==> config.mk <==
export PLATFORM = sky130hd
export DESIGN_NAME = sobel_pixel_feeder_flat
export DESIGN_NICKNAME = d
export VERILOG_FILES = /design/src/rtl/sobel_pixel_feeder_if.sv /design/src/rtl/sobel_pixel_feeder.sv /design/src/flat_wrapper.sv
export SDC_FILE = /design/constraint.sdc
export NUM_CORES = 1
export LEC_CHECK = 0
export ABC_AREA = 0
export CAP_MARGIN = 20
export CORE_ASPECT_RATIO = 1.5
export CORE_MARGIN = 4
export CORE_UTILIZATION = 40
export DETAILED_ROUTE_END_ITERATION = 6
export PLACE_DENSITY_LB_ADDON = 0.3
export SYNTH_ARGS = -nofsm -noshare
export SYNTH_HDL_FRONTEND = slang
export SYNTH_SLANG_ARGS = --single-unit
==> constraint.sdc <==
create_clock -name clock -period 7.59 [get_ports clock]
set_input_delay 1.518 -clock clock [delete_from_list [all_inputs] [get_ports clock]]
set_output_delay 1.518 -clock clock [all_outputs]
set_load 0.005 [all_outputs]
==> src/rtl/sobel_pixel_feeder_if.sv <==
// Pixel-in / beat-out bus of the Sobel pixel feeder.
// master: the environment (pixel source and beat sink); slave: the feeder.
interface sobel_pixel_feeder_if;
    logic [7:0]  in_pixel;
    logic        in_valid;
    logic        in_sof;
    logic        in_ready;
    logic [31:0] out_dataa;
    logic [31:0] out_datab;
    logic        out_valid;
    logic        out_ready;
    logic [6:0]  out_col;
    logic [6:0]  out_row;
    logic        out_sol;
    logic        out_eol;
    logic        out_eof;
    logic        frame_done;
    logic        err_sof;

    modport master (
        output in_pixel, in_valid, in_sof, out_ready,
        input  in_ready, out_dataa, out_datab, out_valid, out_col, out_row,
               out_sol, out_eol, out_eof, frame_done, err_sof
    );

    modport slave (
        input  in_pixel, in_valid, in_sof, out_ready,
        output in_ready, out_dataa, out_datab, out_valid, out_col, out_row,
               out_sol, out_eol, out_eof, frame_done, err_sof
    );
endinterface

==> src/rtl/sobel_pixel_feeder.sv <==
// Packs a raster 8-bit pixel stream into 8-pixel beats (two 32-bit words)
// with column/row/line/frame sidebands for the Sobel stage.
module sobel_pixel_feeder #(
    parameter int unsigned LINE_WIDTH  = 64,
    parameter int unsigned FRAME_LINES = 64
) (
    input  logic                 clock,
    input  logic                 reset,
    sobel_pixel_feeder_if.slave  bus
);

    localparam int unsigned PIX_W = 8;
    localparam int unsigned ACC_W = 64;
    localparam int unsigned LANE_W = 3;
    localparam int unsigned POS_W = 7;
    localparam int unsigned WORD_W = 32;
    localparam logic [POS_W-1:0] COL_STEP = POS_W'(8);
    localparam logic [POS_W-1:0] LAST_COL = POS_W'(LINE_WIDTH - 8);
    localparam logic [POS_W-1:0] LAST_ROW = POS_W'(FRAME_LINES - 1);

    typedef enum logic {
        WAIT_SOF,
        ACTIVE
    } state_t;

    state_t              state_q, state_d;

    // Accumulator: pixels of the beat being assembled plus its position.
    logic [ACC_W-1:0]    acc_q, acc_d;
    logic [LANE_W-1:0]   lane_q, lane_d;
    logic                full_q, full_d;
    logic [POS_W-1:0]    col_q, col_d;
    logic [POS_W-1:0]    row_q, row_d;

    // Output register.
    logic [WORD_W-1:0]   dataa_q, datab_q;
    logic                out_valid_q;
    logic [POS_W-1:0]    out_col_q, out_row_q;
    logic                sol_q, eol_q, eof_q;
    logic                frame_done_q;
    logic                err_sof_q;

    // Next-state helpers.
    logic [POS_W-1:0]    adv_col, adv_row;
    logic [LANE_W-1:0]   lane_w;
    logic                out_free;
    logic                accept;
    logic                load_out;
    logic [ACC_W-1:0]    load_data;
    logic [POS_W-1:0]    load_col, load_row;
    logic                err_d;

    // Output register can take a beat when it is empty or being drained.
    assign out_free = !out_valid_q || bus.out_ready;

    // Stall only while a completed beat is stuck in the accumulator.
    assign bus.in_ready = reset && (!full_q || out_free);
    assign accept       = bus.in_valid && bus.in_ready;

    // Position of the beat following the one currently in the accumulator.
    always_comb begin
        adv_col = col_q + COL_STEP;
        adv_row = row_q;
        if (col_q == LAST_COL) begin
            adv_col = '0;
            adv_row = (row_q == LAST_ROW) ? '0 : row_q + POS_W'(1);
        end
    end

    // FSM state register.
    always_ff @(posedge clock or negedge reset) begin
        if (!reset) begin
            state_q <= WAIT_SOF;
        end else begin
            state_q <= state_d;
        end
    end

    // Next state, accumulator update and beat transfer decision.
    always_comb begin
        state_d   = state_q;
        acc_d     = acc_q;
        lane_d    = lane_q;
        full_d    = full_q;
        col_d     = col_q;
        row_d     = row_q;
        load_out  = 1'b0;
        load_data = acc_q;
        load_col  = col_q;
        load_row  = row_q;
        err_d     = 1'b0;
        // A full accumulator always restarts at lane 0 once drained.
        lane_w    = full_q ? '0 : lane_q;

        // Drain a completed beat waiting in the accumulator.
        if (full_q && out_free) begin
            load_out = 1'b1;
            full_d   = 1'b0;
            lane_d   = '0;
            col_d    = adv_col;
            row_d    = adv_row;
        end

        if (accept) begin
            if (bus.in_sof) begin
                // Start of frame, expected or not: restart at lane 0, (0,0).
                acc_d   = ACC_W'(bus.in_pixel);
                lane_d  = LANE_W'(1);
                col_d   = '0;
                row_d   = '0;
                state_d = ACTIVE;
                err_d   = (state_q == ACTIVE);
            end else if (state_q == ACTIVE) begin
                acc_d[{lane_w, 3'b000} +: PIX_W] = bus.in_pixel;
                lane_d = lane_w + LANE_W'(1);
                if (lane_w == LANE_W'(7)) begin
                    if (col_q == LAST_COL && row_q == LAST_ROW) begin
                        state_d = WAIT_SOF;
                    end
                    // Completing pixel goes straight out when possible.
                    if (out_free) begin
                        load_out  = 1'b1;
                        load_data = acc_d;
                        col_d     = adv_col;
                        row_d     = adv_row;
                    end else begin
                        full_d = 1'b1;
                    end
                end
            end
        end
    end

    // Accumulator and position registers.
    always_ff @(posedge clock or negedge reset) begin
        if (!reset) begin
            acc_q  <= '0;
            lane_q <= '0;
            full_q <= 1'b0;
            col_q  <= '0;
            row_q  <= '0;
        end else begin
            acc_q  <= acc_d;
            lane_q <= lane_d;
            full_q <= full_d;
            col_q  <= col_d;
            row_q  <= row_d;
        end
    end

    // Output register: load a beat, clear valid on drain, hold otherwise.
    always_ff @(posedge clock or negedge reset) begin
        if (!reset) begin
            dataa_q     <= '0;
            datab_q     <= '0;
            out_valid_q <= 1'b0;
            out_col_q   <= '0;
            out_row_q   <= '0;
            sol_q       <= 1'b0;
            eol_q       <= 1'b0;
            eof_q       <= 1'b0;
        end else if (load_out) begin
            dataa_q     <= load_data[WORD_W-1:0];
            datab_q     <= load_data[ACC_W-1:WORD_W];
            out_valid_q <= 1'b1;
            out_col_q   <= load_col;
            out_row_q   <= load_row;
            sol_q       <= (load_col == '0);
            eol_q       <= (load_col == LAST_COL);
            eof_q       <= (load_col == LAST_COL) && (load_row == LAST_ROW);
        end else if (bus.out_ready) begin
            out_valid_q <= 1'b0;
        end
    end

    // One-cycle status pulses.
    always_ff @(posedge clock or negedge reset) begin
        if (!reset) begin
            frame_done_q <= 1'b0;
            err_sof_q    <= 1'b0;
        end else begin
            frame_done_q <= out_valid_q && bus.out_ready && eof_q;
            err_sof_q    <= err_d;
        end
    end

    assign bus.out_dataa  = dataa_q;
    assign bus.out_datab  = datab_q;
    assign bus.out_valid  = out_valid_q;
    assign bus.out_col    = out_col_q;
    assign bus.out_row    = out_row_q;
    assign bus.out_sol    = sol_q;
    assign bus.out_eol    = eol_q;
    assign bus.out_eof    = eof_q;
    assign bus.frame_done = frame_done_q;
    assign bus.err_sof    = err_sof_q;

endmodule

==> src/flat_wrapper.sv <==
// flat-port wrapper written by rule: the top's interface ports become plain ports
module sobel_pixel_feeder_flat 
#(
    parameter int unsigned LINE_WIDTH  = 64,
    parameter int unsigned FRAME_LINES = 64
)
  (clock, reset, bus_in_pixel, bus_in_valid, bus_in_sof, bus_out_ready, bus_in_ready, bus_out_dataa, bus_out_datab, bus_out_valid, bus_out_col, bus_out_row, bus_out_sol, bus_out_eol, bus_out_eof, bus_frame_done, bus_err_sof);
  sobel_pixel_feeder_if bus_i ();
  input  logic clock;
  input  logic reset;
  input wire logic [$bits(bus_i.in_pixel)-1:0] bus_in_pixel;
  input wire logic [$bits(bus_i.in_valid)-1:0] bus_in_valid;
  input wire logic [$bits(bus_i.in_sof)-1:0] bus_in_sof;
  input wire logic [$bits(bus_i.out_ready)-1:0] bus_out_ready;
  output wire logic [$bits(bus_i.in_ready)-1:0] bus_in_ready;
  output wire logic [$bits(bus_i.out_dataa)-1:0] bus_out_dataa;
  output wire logic [$bits(bus_i.out_datab)-1:0] bus_out_datab;
  output wire logic [$bits(bus_i.out_valid)-1:0] bus_out_valid;
  output wire logic [$bits(bus_i.out_col)-1:0] bus_out_col;
  output wire logic [$bits(bus_i.out_row)-1:0] bus_out_row;
  output wire logic [$bits(bus_i.out_sol)-1:0] bus_out_sol;
  output wire logic [$bits(bus_i.out_eol)-1:0] bus_out_eol;
  output wire logic [$bits(bus_i.out_eof)-1:0] bus_out_eof;
  output wire logic [$bits(bus_i.frame_done)-1:0] bus_frame_done;
  output wire logic [$bits(bus_i.err_sof)-1:0] bus_err_sof;
  assign bus_i.in_pixel = bus_in_pixel;
  assign bus_i.in_valid = bus_in_valid;
  assign bus_i.in_sof = bus_in_sof;
  assign bus_i.out_ready = bus_out_ready;
  assign bus_in_ready = bus_i.in_ready;
  assign bus_out_dataa = bus_i.out_dataa;
  assign bus_out_datab = bus_i.out_datab;
  assign bus_out_valid = bus_i.out_valid;
  assign bus_out_col = bus_i.out_col;
  assign bus_out_row = bus_i.out_row;
  assign bus_out_sol = bus_i.out_sol;
  assign bus_out_eol = bus_i.out_eol;
  assign bus_out_eof = bus_i.out_eof;
  assign bus_frame_done = bus_i.frame_done;
  assign bus_err_sof = bus_i.err_sof;
  sobel_pixel_feeder #(.LINE_WIDTH(LINE_WIDTH), .FRAME_LINES(FRAME_LINES)) u_core (.clock(clock), .reset(reset), .bus(bus_i));
endmodule
-- Word level (Yosys, flattened, before mapping)
Index checks and enable logic that the tools add are counted.
- register bits after elaboration: 167
- bits in latches: 0
- bits in writable memories: 0
- bits in read-only memories: 0
- input bits: 13
- output and inout port bits: 85
- logic and storage cells: 87
- memories kept: 0
- add/subtract/negate cells: 4
- multiply operators: 0
- divide/modulo/power cells: 0
- $lt $le $gt $ge: 0
- eq/ne operators: 3
- shift-type cells: 2
- muxes and demuxes: 48
- bitwise gates (word level): 0
- reduce and logical (&&, ||, !) cells: 14
- operator list (kind ; count):
    $mux W64 ; 7
    $mux W7 ; 15
    $bwmux W64 ; 1
    $shift A8 B8 Y64 const A ; 1
    $shiftx A8 B8 Y64 ; 1
    $mux W1 ; 20
    $mux W3 ; 5
    $eq A7 B6 Y1 const B ; 2
    $neg A6 Y8 ; 1
    $add A7 B1 Y7 const B ; 1
    $add A7 B4 Y7 const B ; 1
    $logic_not A7 Y1 ; 1
    $logic_and A1 B1 Y1 ; 6
    $reduce_bool A2 Y1 ; 2
    $add A3 B1 Y3 const B ; 1
    $eq A3 B3 Y1 const B ; 1
    $logic_not A1 Y1 ; 2
    $logic_or A1 B1 Y1 ; 2
    $reduce_and A2 Y1 ; 1

-- Longest topological paths before layout
- word-level depth: 10
- gate-level depth with buffers: 11
- depth with buffers taken out: 9

-- Least setup slack after synthesis
No wires, ideal clock.
- kind: input to output
- start: input port bus_out_ready
- end: output port bus_in_ready
- arrival: 1879 ps
- data required time: 6072 ps
- setup slack: 4193 ps
- stages on the path: 2
- buffers on the path: 0
- path through: nand3b_1 -> and2_1
- cells in the longest elaborated chain, start to end: 3
- RTL lines (item ; RTL line ; text):
    from (decl) ; flat_wrapper.sv:14 ; input wire logic [$bits(bus_i.out_ready)-1:0] bus_out_ready;
    $logic_or A1 B1 Y1 ; sobel_pixel_feeder.sv:54 ; assign out_free = !out_valid_q || bus.out_ready;
    $logic_or A1 B1 Y1 ; sobel_pixel_feeder.sv:57 ; assign bus.in_ready = reset && (!full_q || out_free);
    $logic_and A1 B1 Y1 ; sobel_pixel_feeder.sv:57 ;
    to (decl) ; flat_wrapper.sv:15 ; output wire logic [$bits(bus_i.in_ready)-1:0] bus_in_ready;
Every way passes these cells.

-- Worst setup path after layout
Same ends and word-level chain as after synthesis.

==> flow_summary_export.csv <==
group,metric,value,unit
route,drt-initial-drc-count,534,
pwr,pwr-share-clk,0.327,
finish,drive_gt1_frac,0.182,
floorplanning,chipWidth,120,µm
min_path,min-delay-path-class,"reg2reg",
synth,ys_seq_area_frac,0.554,
floorplanning,dieArea,21200,µm²
clock_tree,post_cts_buffers,0,
global_route,overflow,0,
worst_setup_path,reg2regPathDepth,9,
global_route,grt_usage,0.195,
pwr,power_density,317,nW/µm²
route,first_pass_iters,5,
global_route,grt_pass1_wl,32400,µm
finish,antenna_cells,0,
worst_setup_path,critPathLaunchType,"primary input",
synth,syn-cell-area,7550,µm²
synth,synth-edff-count,0,
clock_tree,cts_buffer_depth,2,
worst_setup_path,startpoint,"bus_out_ready",
clock_tree,tritoncts,"built",
synth,synth_cells,600,
timing,tightest_slew,1.01,ns
timing,skew,0.0111,ns
floorplanning,die_h,176,µm
pwr,power,0.00296,W
timing,hold_viol,0,
pwr,intPower,0.00220,W
clock_tree,clk_pin_slew_worst_paths,0.06,ns
clock_tree,cts_hold_buf,0,
timing,fmax,0.226,GHz
synth,synth_area_per_cell,12.6,µm²
global_route,first_global_vias,5838,
timing,report.final.slew_viol_count,0,
route,wirelength,20100,µm
floorplanning,core.rowCount,61,
timing,setup_viol,0,
run_status,status,"finished clean",
finish,multi_input_area,3140,µm²
worst_setup_path,reg2reg_from,"u_core.full_q$_DFF_PN0_",
place,port_buffers,97,
finish,fin_cells,945,
worst_setup_path,critPathKind,"in2out",
worst_setup_path,reg2reg_slack,3.61,ns
floorplanning,initial_core_util,0.407,
floorplanning,floorplan.io_pins,98,
timing,layout_min_cycle_time,4.42,ns
clock_tree,cts_resized,0,
synth,ys_ff_latch,167,
synth,async_flop_share,1.00,
finish,seqCellArea,4180,µm²
finish,final_cell_mix,"dfrtp_1 (167), clkdlybuf4s50_1 (96), nand2_1 (44), a32o_1 (33), or3_1 (33)",
timing,rsz0062_at_grt,"false",
timing,fin_crit_sh,0.583,
finish,layout_commonest_cell,"dfrtp_1",
synth,yosys_warnings,0,
clock_tree,root_buffer,"clkbuf_16",
pwr,p_seq_frac,0.417,
clock_tree,cts.sinks,167,
clock_tree,clock_latency,0.43,ns
synth,syn-num-nets,620,
finish,area_growth,23.8,%
finish,utilization,0.504,
route,route.detailed.drc,0,
route,antenna_left,0,
pwr,swShare,0.255,
place,gp_congestion,0.872,
place,hpwlAfterDp,13800,µm
finish,fillers,1608,
pwr,p_leak,3.91,nW
finish,nets,700,
global_route,grt_max_degree,94,
pwr,ir_worst_vdd,131,µV
route,vias_per_cell,5.98,
timing,tns,0,ns
clock_tree,cts_made_buffers,17,
pwr,combPwrFrac,0.255,
synth,netlist-cell-type-count,74,
global_route,antenna_found_initial,0,
worst_setup_path,r2r_end,"u_core.bus.out_row[1]$_DFFE_PN0P_",
synth,synthFlopType,"dfrtp_1",
route,wl_per_cell,21.3,µm
run,cap_violations,0,
worst_setup_path,crit_end,"bus_in_ready",
worst_setup_path,worstPathArrival,2.90,ns
timing,relSlewSlack,0.325,
clock_tree,htree_levels,4,
worst_setup_path,cp_max_fo,5,
route,vias,5652,
worst_setup_path,crit_required,6.07,ns
floorplanning,core_area,18500,µm²
place,dpl.cell_count,912,
worst_setup_path,end_kind,"output port",
pwr,netSwitchingPower,0.000756,W
## layout make-up
| cell class | count | area share |
|---|---|---|
| clock inverters | 11 | 0.0237 |
| multi-input cells | 386 | 0.336 |
| repair buffers | 101 | 0.109 |
| clock buffers | 21 | 0.0471 |
| flip-flops and latches | 167 | 0.447 |
| well taps | 252 | 0.0337 |
| inverters | 7 | 0.00281 |
## worst max-delay path, cell delays in order
cell	delay, ns
clkdlybuf4s50_1	0.45
nand3b_1	0.26
and2_1	0.22
clkdlybuf4s50_1	0.44
## power by group through the flow
| stage | clock network, W | registers (W) | logic [W] |
|---|---|---|---|
| floorplan | 0 | 0.00122 | 0.000348 |
| global placement | 0 | 0.00125 | 0.000744 |
| detailed placement | 0 | 0.00125 | 0.000765 |
| CTS | 0.000987 | 0.00124 | 0.000765 |
| global route | 0.00102 | 0.00126 | 0.000814 |
| finish | 0.000969 | 0.00124 | 0.000755 |
## per-layer routing
layer,vias to the layer above,track usage,share of wire
met5,-,0,0
met4,0,0.0698,0.020
met3,28,0.0401,0.050
met2,195,0.342,0.52
met1,2902,0.235,0.41
li1,2527,-,-
## cells in the mapped netlist, types with 3 or more instances
library cell  count  area share
dfrtp_1         167        0.55
nand2_1          44       0.022
a32o_1           33       0.044
or3_1            33       0.027
o221a_2          32       0.048
o221a_1          25       0.037
a22o_1           21       0.024
nand3_1          21       0.014
clkbuf_1         20      0.0099
mux2_2           20       0.030
nor2_1           16      0.0080
o21ai_0          12      0.0080
buf_2            11      0.0073
a21oi_1          10      0.0066
or2_2             9      0.0075
a31oi_1           7      0.0058
buf_4             7      0.0070
ha_1              7       0.012
inv_1             7      0.0035
and2_1            5      0.0041
nor2b_1           5      0.0041
nand4_1           4      0.0033
o21a_1            4      0.0040
o2bb2ai_1         4      0.0046
o32a_1            4      0.0053
a21o_1            3      0.0030
a41o_1            3      0.0040
nand3_2           3      0.0040
nand4b_1          3      0.0035
nor3_1            3      0.0020
nor4_4            3      0.0085
o211ai_4          3      0.0085
## worst min-delay path by stage
stage                              startpoint  slack [ns]  cells past startpoint                                    to
5_1_grt          u_core.acc_q[56]$_DFFE_PN0P_        0.51                      1  u_core.bus.out_datab[24]$_DFFE_PN0P_
6_report         u_core.acc_q[61]$_DFFE_PN0P_        0.49                      1          u_core.acc_q[61]$_DFFE_PN0P_
3_5_place_dp   u_core.bus.out_eol$_DFFE_PN0P_        0.47                      1        u_core.bus.out_eol$_DFFE_PN0P_
3_3_place_gp     u_core.acc_q[41]$_DFFE_PN0P_        0.47                      1          u_core.acc_q[41]$_DFFE_PN0P_
4_1_cts          u_core.acc_q[61]$_DFFE_PN0P_        0.49                      1          u_core.acc_q[61]$_DFFE_PN0P_
2_1_floorplan    u_core.acc_q[59]$_DFFE_PN0P_        0.46                      1          u_core.acc_q[59]$_DFFE_PN0P_
## cells by family after synthesis
logic type | count (synthesis) | share of synthesized area
buf+inv | 47 | 0.0307
compound gates | 178 | 0.225
mux | 22 | 0.0328
flops | 167 | 0.554
simple gates | 178 | 0.146
xor+xnor | 1 | 0.00116
fa+ha+maj | 7 | 0.0116
## per-stage QoR
step           hold WS, ns  instance area (µm²)  setup WS (ns)
2_1_floorplan        0.457                 7550           4.19
3_5_place_dp         0.470                 8650           3.15
5_1_grt              0.513                 9340           3.04
3_3_place_gp         0.474                 8650           3.15
4_1_cts              0.493                 9320           3.13
6_report             0.494                 9340           3.17
## sequential cells by signal, indices dropped and copies added (netlist names), 3 cells and up
name / flops
u_core.load_row: 7
u_core.bus.out_datab: 32
u_core.acc_q: 64
u_core.bus.out_row: 7
u_core.lane_q: 3
u_core.col_q: 7
u_core.bus.out_dataa: 32
u_core.bus.out_col: 7
Note: power is estimated with default switching activity, not from simulation.
